## config.mk

```make
export PLATFORM = sky130hd
export DESIGN_NAME = sram_access_arbiter
export DESIGN_NICKNAME = d
export VERILOG_FILES = /design/src/rtl/sram_access_arbiter.sv
export SDC_FILE = /design/constraint.sdc
export NUM_CORES = 1
export LEC_CHECK = 0
export ABC_AREA = 1
export CAP_MARGIN = 10
export CORE_UTILIZATION = 38
export DETAILED_ROUTE_END_ITERATION = 12
export GPL_TIMING_DRIVEN = 1
export PLACE_DENSITY_LB_ADDON = 0.05
export SLEW_MARGIN = 20
export SYNTH_ARGS = -nofsm -noshare
export SYNTH_HDL_FRONTEND = slang
export SYNTH_SLANG_ARGS = --single-unit
export TNS_END_PERCENT = 50
```

## constraint.sdc

```tcl
create_clock -name clk -period 2.4 [get_ports clk]
set_input_delay 0.48 -clock clk [delete_from_list [all_inputs] [get_ports clk]]
set_output_delay 0.48 -clock clk [all_outputs]
set_load 0.01 [all_outputs]
```

## src/rtl/sram_access_arbiter.sv

```systemverilog
// Shares one external SRAM between the MCU core and the JTAG debug port, one access at a time.
// Optional build macro SRAM_ARB_DBG_SHARE_EN: debug may contend with the core while running (round-robin).
module sram_access_arbiter #(
  parameter int ADDR_W        = 16,
  parameter int DATA_W        = 16,
  parameter int ACCESS_CYCLES = 2
) (
  input  logic              clk,
  input  logic              rst,
  input  logic              paused,
  input  logic              core_req,
  input  logic              core_wr,
  input  logic [ADDR_W-1:0] core_addr,
  input  logic [DATA_W-1:0] core_wdata,
  output logic [DATA_W-1:0] core_rdata,
  output logic              core_ack,
  input  logic              dbg_req,
  input  logic              dbg_wr,
  input  logic [ADDR_W-1:0] dbg_addr,
  input  logic [DATA_W-1:0] dbg_wdata,
  output logic [DATA_W-1:0] dbg_rdata,
  output logic              dbg_ack,
  output logic [ADDR_W-1:0] sram_addr,
  output logic [DATA_W-1:0] sram_wdata,
  output logic              sram_oe,
  input  logic [DATA_W-1:0] sram_rdata,
  output logic              sram_wr,
  output logic              sram_en
);

  // state  | meaning
  // IDLE   | bus free; requests sampled, winner latched on grant
  // ACCESS | sram_en held for ACCESS_CYCLES cycles
  // DONE   | rdata and ack presented to the winner for one cycle
  typedef enum logic [1:0] {IDLE, ACCESS, DONE} stateT;

  localparam logic [3:0] lastCnt = 4'(ACCESS_CYCLES - 1);

  stateT      state, stateNext;
  logic [3:0] accessCnt;
  logic       coreElig, dbgElig, grantDbg, grant, lastAccess, winnerDbg;

`ifdef SRAM_ARB_DBG_SHARE_EN
  logic rrPtr;  // 0 = core wins the next tie, 1 = debug

  always_comb begin
    coreElig = core_req & ~paused;
    dbgElig  = dbg_req;
    grantDbg = dbgElig & (~coreElig | rrPtr);
  end

  always_ff @(posedge clk) begin
    if (rst)
      rrPtr <= 1'b0;
    else if (grant)
      rrPtr <= ~grantDbg;
  end
`else
  always_comb begin
    coreElig = core_req & ~paused;
    dbgElig  = dbg_req & paused;
    grantDbg = dbgElig;
  end
`endif

  assign lastAccess = (accessCnt == lastCnt);

  always_comb begin
    stateNext = state;
    grant     = 1'b0;
    case (state)
      IDLE: begin
        if (coreElig | dbgElig) begin
          grant     = 1'b1;
          stateNext = ACCESS;
        end
      end
      ACCESS:  if (lastAccess) stateNext = DONE;
      DONE:    stateNext = IDLE;
      default: stateNext = IDLE;
    endcase
  end

  always_ff @(posedge clk) begin
    if (rst)
      state <= IDLE;
    else
      state <= stateNext;
  end

  always_ff @(posedge clk) begin
    if (rst) begin
      accessCnt  <= '0;
      winnerDbg  <= 1'b0;
      sram_addr  <= '0;
      sram_wdata <= '0;
      sram_en    <= 1'b0;
      sram_wr    <= 1'b0;
      sram_oe    <= 1'b0;
      core_rdata <= '0;
      dbg_rdata  <= '0;
      core_ack   <= 1'b0;
      dbg_ack    <= 1'b0;
    end else begin
      core_ack <= 1'b0;
      dbg_ack  <= 1'b0;
      if (grant) begin
        winnerDbg  <= grantDbg;
        sram_addr  <= grantDbg ? dbg_addr  : core_addr;
        sram_wdata <= grantDbg ? dbg_wdata : core_wdata;
        sram_wr    <= grantDbg ? dbg_wr    : core_wr;
        sram_oe    <= grantDbg ? dbg_wr    : core_wr;
        sram_en    <= 1'b1;
        accessCnt  <= '0;
      end else if (state == ACCESS) begin
        if (lastAccess) begin
          // Address/wdata are left on the pins; only the strobes drop.
          sram_en   <= 1'b0;
          sram_wr   <= 1'b0;
          sram_oe   <= 1'b0;
          accessCnt <= '0;
          if (!sram_wr) begin
            if (winnerDbg) dbg_rdata  <= sram_rdata;
            else           core_rdata <= sram_rdata;
          end
          if (winnerDbg) dbg_ack  <= 1'b1;
          else           core_ack <= 1'b1;
        end else begin
          accessCnt <= accessCnt + 4'd1;
        end
      end
    end
  end

endmodule

```

==> results.txt, run 1 <==
initial DRC count: 60
worst reg-to-reg setup slack: 0.89 ns
Switch Pwr: 805 µW
die width: 97 µm
Total Neg Setup Slack: 0 ns
TritonCTS Buffers: 9
Setup Buffers After CTS: 0
Cell Pwr Density: 571 mW/mm²
final WL: 8920 µm
worst clock skew: 0.0105 ns
WL/cell: 11.7 µm
antenna fix cells: 0
Hold Path Class: reg -> reg
status: finished, final reports clean
Cell Chain, Critical Path: clkdlybuf4s50_1
initial antenna violation count: 0
vias per inst: 4.60
Yosys reg bits: 75
Max-slew headroom: 0.704
clk_lat worst skew: 0.34 ns
Syn. warnings: 0
pre-CTS setup slack: 0.316 ns
RSZ-0062 raised after global routing: false
P_leak: 0.00224 µW
worst-path maximum fanout: 5
Setup CP Type: reg -> out
clock-pin transition on the worst setup and hold timing paths: 0.07 ns
Die Ht: 97 µm
CTS resizes: 0
hold buffers post-CTS: 0
Core ar.: 0.00872 mm²
Buf+Inv Stages, Crit Path: 1
Routed Antenna Nets: 0
commonest non-fill, non-tap cell in the layout: clkdlybuf4s50_1
largest net degree at the start of global routing: 34
Final Hold Vio Count: 0
CP startpoint kind: register
Max Slew Vio Count: 0
Seq/Total Area, Yosys: 0.438
Vias: 3497
Placer Congestion: 0.759
CP required: 1.92 ns
global-route usage over all layers: 0.190
H-tree Lvls: 3
CTS tree: done
post-synth net total: 588
area delta synth->final: 51.7%
Final HPWL DP: 6540 µm
Max Cap Violations: 0
syn_area_per_cell: 6.85 µm²
Nets: 734
clk buf depth: 2
Cells after Synth: 501
Final min period: 1.84 ns
slowest cell on the critical path: clkdlybuf4s50_1
PortBufs: 155
share of cells above drive strength 1: 0.0721
total grt overflow: 0
largest delay contributor family on the critical path: buffers and inverters
Final Cycle Share: 0.765
Die Area: 0.00941 mm²
TritonRoute pass-1 iters: 5
Peak Freq: 0.544 GHz
Max IR drop VDD: 0.295 mV
vias in the first global route: 3269
Synth cell types: 23
Slew @ Worst Pin: 0.443 ns
I/O pins: 156
DR DRC count: 0
sw frac: 0.271
Critical Path Sink Type: primary output
Synth Cell Area: 0.00343 mm²
Slowest Stage Delay on Critical Path: 0.58 ns
Crit path arrival time: 1.36 ns
first-pass GRT wire length: 14600 µm
Int Pwr: 2170 µW
Setup Viol. Count Final: 0
Initial Util: 0.393
Rows: 34
CTS Sinks: 75
commonest non-fill, non-tap cells in the layout: 155 x clkdlybuf4s50_1, 137 x nand2_1, 135 x nor2_1
setup ws final: 0.563 ns
Clock Power Share: 0.321
Comb pwr share: 0.221
CTS Root Cell: clkbuf_8
Seq pwr share: 0.458
-- Yosys cell counts --
cell type / count / area [µm²]
nand3_2: 2 / 20.0
buf_2: 6 / 30.0
a211oi_1: 1 / 7.51
nand2_2: 2 / 12.5
buf_8: 2 / 30.0
nand2_1: 137 / 514
nor2_1: 135 / 507
a21oi_2: 1 / 8.76
xnor2_1: 1 / 8.76
nand3_4: 1 / 17.5
o21ai_0: 17 / 85.1
nand2_4: 3 / 33.8
a21oi_1: 6 / 30.0
dfxtp_1: 75 / 1500
inv_1: 23 / 86.3
inv_2: 6 / 22.5
o21ai_1: 19 / 95.1
nor2_4: 6 / 67.6
nor2_8: 2 / 40.0
nand3_1: 36 / 180
clkbuf_1: 9 / 33.8
buf_6: 4 / 45.0
buf_4: 7 / 52.6
-- path summary, 6_finish.rpt --
kind / start / endpoint / depth (start not counted)
worst max-delay path: sram_wr / sram_wr / 1
worst min-delay path: sram_en / sram_en / 2
worst max register to register: state[1] / sram_addr[3] / 6
worst min register to register: sram_en / sram_en / 2
-- cell families after synthesis --
group	after synthesis	share of synthesized area
DFF	75	0.438
xor gates and xnor gates	1	0.00255
AOI/OAI and AO/OA	44	0.0660
buffers and inverters	57	0.0876
and+or+nand+nor	324	0.406
-- power by group through the flow --
stage	sequential, µW	clock (µW)	combinational, µW
2_1_floorplan	1420	0	301
3_3_place_gp	1390	0	656
3_5_place_dp	1390	0	661
4_1_cts	1360	984	664
5_1_grt	1370	1030	723
6_report	1360	954	656
-- registers in the layout (all words and copies together), names as in the netlist --
register,flops
accessCnt,4
core_ack,1
dbg_ack,1
dbg_rdata,16
sram_wdata,16
core_rdata,16
sram_en,1
sram_addr,16
winnerDbg,1
sram_wr,1
state,2
-- cell type report --
cell class	count	area, µm²
fillers	836	3520
repair buffers	163	1640
multi-input cells	369	1630
flip-flops and latches	75	1500
clock buffers	11	141
well taps	108	135
inverters	29	109
clock inverters	5	52.6
-- per-layer routing --
layer  vias up  track usage  part of all wire
met5         -            0                 0
met4         0       0.0689             0.011
met3         8       0.0629             0.079
met2       110        0.328              0.48
met1      1546        0.218              0.43
li1       1833            -                 -
-- stage by stage --
| stage | utilization | hold slack (ns) | cells | instance area (µm²) | power, µW |
|---|---|---|---|---|---|
| after floorplan | - | 0.480 | 501 | 3430 | 1720 |
| after global placement | 0.574 | 0.449 | 744 | 5010 | 2040 |
| after detailed placement | 0.574 | 0.460 | 744 | 5010 | 2050 |
| after CTS | 0.597 | 0.469 | 760 | 5200 | 3010 |
| after global routing | 0.597 | 0.483 | 760 | 5200 | 3120 |
| final | 0.597 | 0.463 | 760 | 5200 | 2970 |
(Power assumes the default switching activity.)
==> inputs of run 2 (changes only) <==
- clock period: 2.4 -> 1.69 ns (I/O delays scaled with it)
==> results.txt, run 2 (synthesized netlist as in run 1, its figures left out) <==
status: finished, final reports clean (unchanged)
TritonRoute pass-1 iters: 6 (was 5)
slowest cell on the critical path: clkdlybuf4s50_1 (unchanged)
worst-path maximum fanout: 5 (unchanged)
DR DRC count: 0 (unchanged)
Rows: 34 (unchanged)
clk_lat worst skew: 0.34 ns (about the same)
Placer Congestion: 0.746 (was 0.759)
Hold Path Class: reg -> reg (unchanged)
instance count on the critical path: 1 (unchanged)
CP required: 1.35 ns (was 1.92 ns)
Final Hold Vio Count: 0 (unchanged)
pre-CTS setup slack: -0.141 ns (was 0.316 ns)
Peak Freq: 0.618 GHz
commonest non-fill, non-tap cells in the layout: 155 x clkdlybuf4s50_1, 137 x nand2_1, 135 x nor2_1 (unchanged)
Critical Path Sink Type: primary output (unchanged)
commonest non-fill, non-tap cell in the layout: clkdlybuf4s50_1 (unchanged)
Worst Setup SP: sram_wr (unchanged)
Reg-to-Reg Start: state[0] (was state[1])
TritonCTS Buffers: 9 (unchanged)
WL/cell: 11.5 µm (was 11.7 µm)
antenna fix cells: 0 (unchanged)
I/O pins: 156 (unchanged)
Initial Util: 0.393 (unchanged)
clock-pin transition on the worst setup and hold timing paths: 0.08 ns (was 0.07 ns)
CTS tree: done (unchanged)
Max IR drop VDD: 0.334 mV (was 0.295 mV)
worst flop-to-flop path endpoint: dbg_rdata[14] (was sram_addr[3])
RSZ-0062 raised after global routing: false (unchanged)
Slew @ Worst Pin: 0.339 ns (was 0.443 ns)
Vias: 3508 (was 3497)
vias per inst: 4.57 (was 4.60)
die width: 97 µm (unchanged)
Die Ht: 97 µm (unchanged)
final WL: 8820 µm (was 8920 µm)
Buf+Inv Stages, Crit Path: 1 (unchanged)
Routed Antenna Nets: 0 (unchanged)
global-route usage over all layers: 0.182 (was 0.190)
initial DRC count: 64 (was 60)
total grt overflow: 0 (unchanged)
Nets: 742 (was 734)
clk buf depth: 2 (unchanged)
Max Slew Vio Count: 0 (unchanged)
Setup Viol. Count Final: 0 (unchanged)
Total Neg Setup Slack: 0 ns (unchanged)
CP startpoint kind: register (unchanged)
Worst Setup EP: sram_oe (was sram_wr)
area delta synth->final: 56.7% (was 51.7%)
Slowest Stage Delay on Critical Path: 0.55 ns (was 0.58 ns)
PortBufs: 155 (unchanged)
Final Cycle Share: 0.957
Crit path arrival time: 1.28 ns (was 1.36 ns)
Die Area: 0.00941 mm² (unchanged)
CTS Sinks: 75 (unchanged)
worst clock skew: 0.00818 ns (was 0.0105 ns)
share of cells above drive strength 1: 0.0848 (was 0.0721)
Cell Pwr Density: 849 mW/mm² (was 571 mW/mm²)
Final min period: 1.62 ns
P_leak: 0.00231 µW (was 0.00224 µW)
first-pass GRT wire length: 13900 µm (was 14600 µm)
H-tree Lvls: 3 (unchanged)
setup ws final: 0.0720 ns (was 0.563 ns)
largest net degree at the start of global routing: 34 (unchanged)
hold depth: 2 (unchanged)
FF-to-FF path depth: 7 (was 6)
Final HPWL DP: 6590 µm (was 6540 µm)
Cell Chain, Critical Path: clkdlybuf4s50_1 (unchanged)
Core ar.: 0.00872 mm² (unchanged)
CTS Root Cell: clkbuf_8 (unchanged)
Setup CP Type: reg -> out (unchanged)
filler instances: 790 (was 836)
Setup Buffers After CTS: 0 (unchanged)
initial antenna violation count: 0 (unchanged)
Max Cap Violations: 0 (unchanged)
vias in the first global route: 3132 (was 3269)
worst reg-to-reg setup slack: 0.27 ns (was 0.89 ns)
largest delay contributor family on the critical path: buffers and inverters (unchanged)
Max-slew headroom: 0.773 (was 0.704)
## run 2: worst min-delay path by stage
| stage | startpoint | end | slack, ns |
|---|---|---|---|
| 2_1_floorplan | rst | sram_en | 0.41 |
| 3_3_place_gp | sram_en | sram_en | 0.45 |
| 3_5_place_dp | sram_en | sram_en | 0.46 |
| 4_1_cts | sram_en | sram_en | 0.47 |
| 5_1_grt | sram_en | sram_en | 0.49 |
| 6_report | sram_en | sram_en | 0.47 |
## run 2: what timing repair did
item | 4_1_cts | 5_1_grt
gates resized for setup | 1 | 0
hold buffers | 0 | 0
endpoints found under the setup margin | 2 | 0
## run 2: layer usage
layer,part of all wire,track usage,vias up
li1,-,-,1846
met1,0.42,0.199,1535
met2,0.48,0.323,117
met3,0.083,0.0607,10
met4,0.013,0.0700,0
met5,0,0,-
## run 2: worst reg2reg max path, delay by kind of cell (launching register included)
family | cells | cell delay [ns]
buffers and inverters | 1 | 0.06
flip-flops | 1 | 0.34
AND/OR/NAND/NOR | 6 | 0.93
## run 2: power by group
group          switching, µW  leakage (µW)  internal [µW]  total (µW)
combinational            448       0.00158            526         974
sequential              62.0      0.000613           1870        1930
clock                    673      0.000113            984        1660
total                   1180       0.00231           3380        4560
## run 2: metrics by stage
stage	hold WS, ns	power [µW]	cell area (µm²)	instances	utilization
after floorplan	0.407	2440	3430	501	-
after global placement	0.455	2940	5130	752	0.589
after detailed placement	0.462	2950	5130	752	0.589
after CTS	0.472	4600	5380	768	0.616
after global routing	0.487	4760	5380	768	0.616
final	0.472	4560	5380	768	0.616
## run 2: final cells by class
type | instances | area (µm²) | area share
repair buffers | 171 | 1760 | 0.327
multi-input cells | 369 | 1630 | 0.303
flip-flops and latches | 75 | 1500 | 0.280
well taps | 108 | 135 | 0.0251
clock buffers | 10 | 128 | 0.0237
clock inverters | 6 | 114 | 0.0212
inverters | 29 | 109 | 0.0203
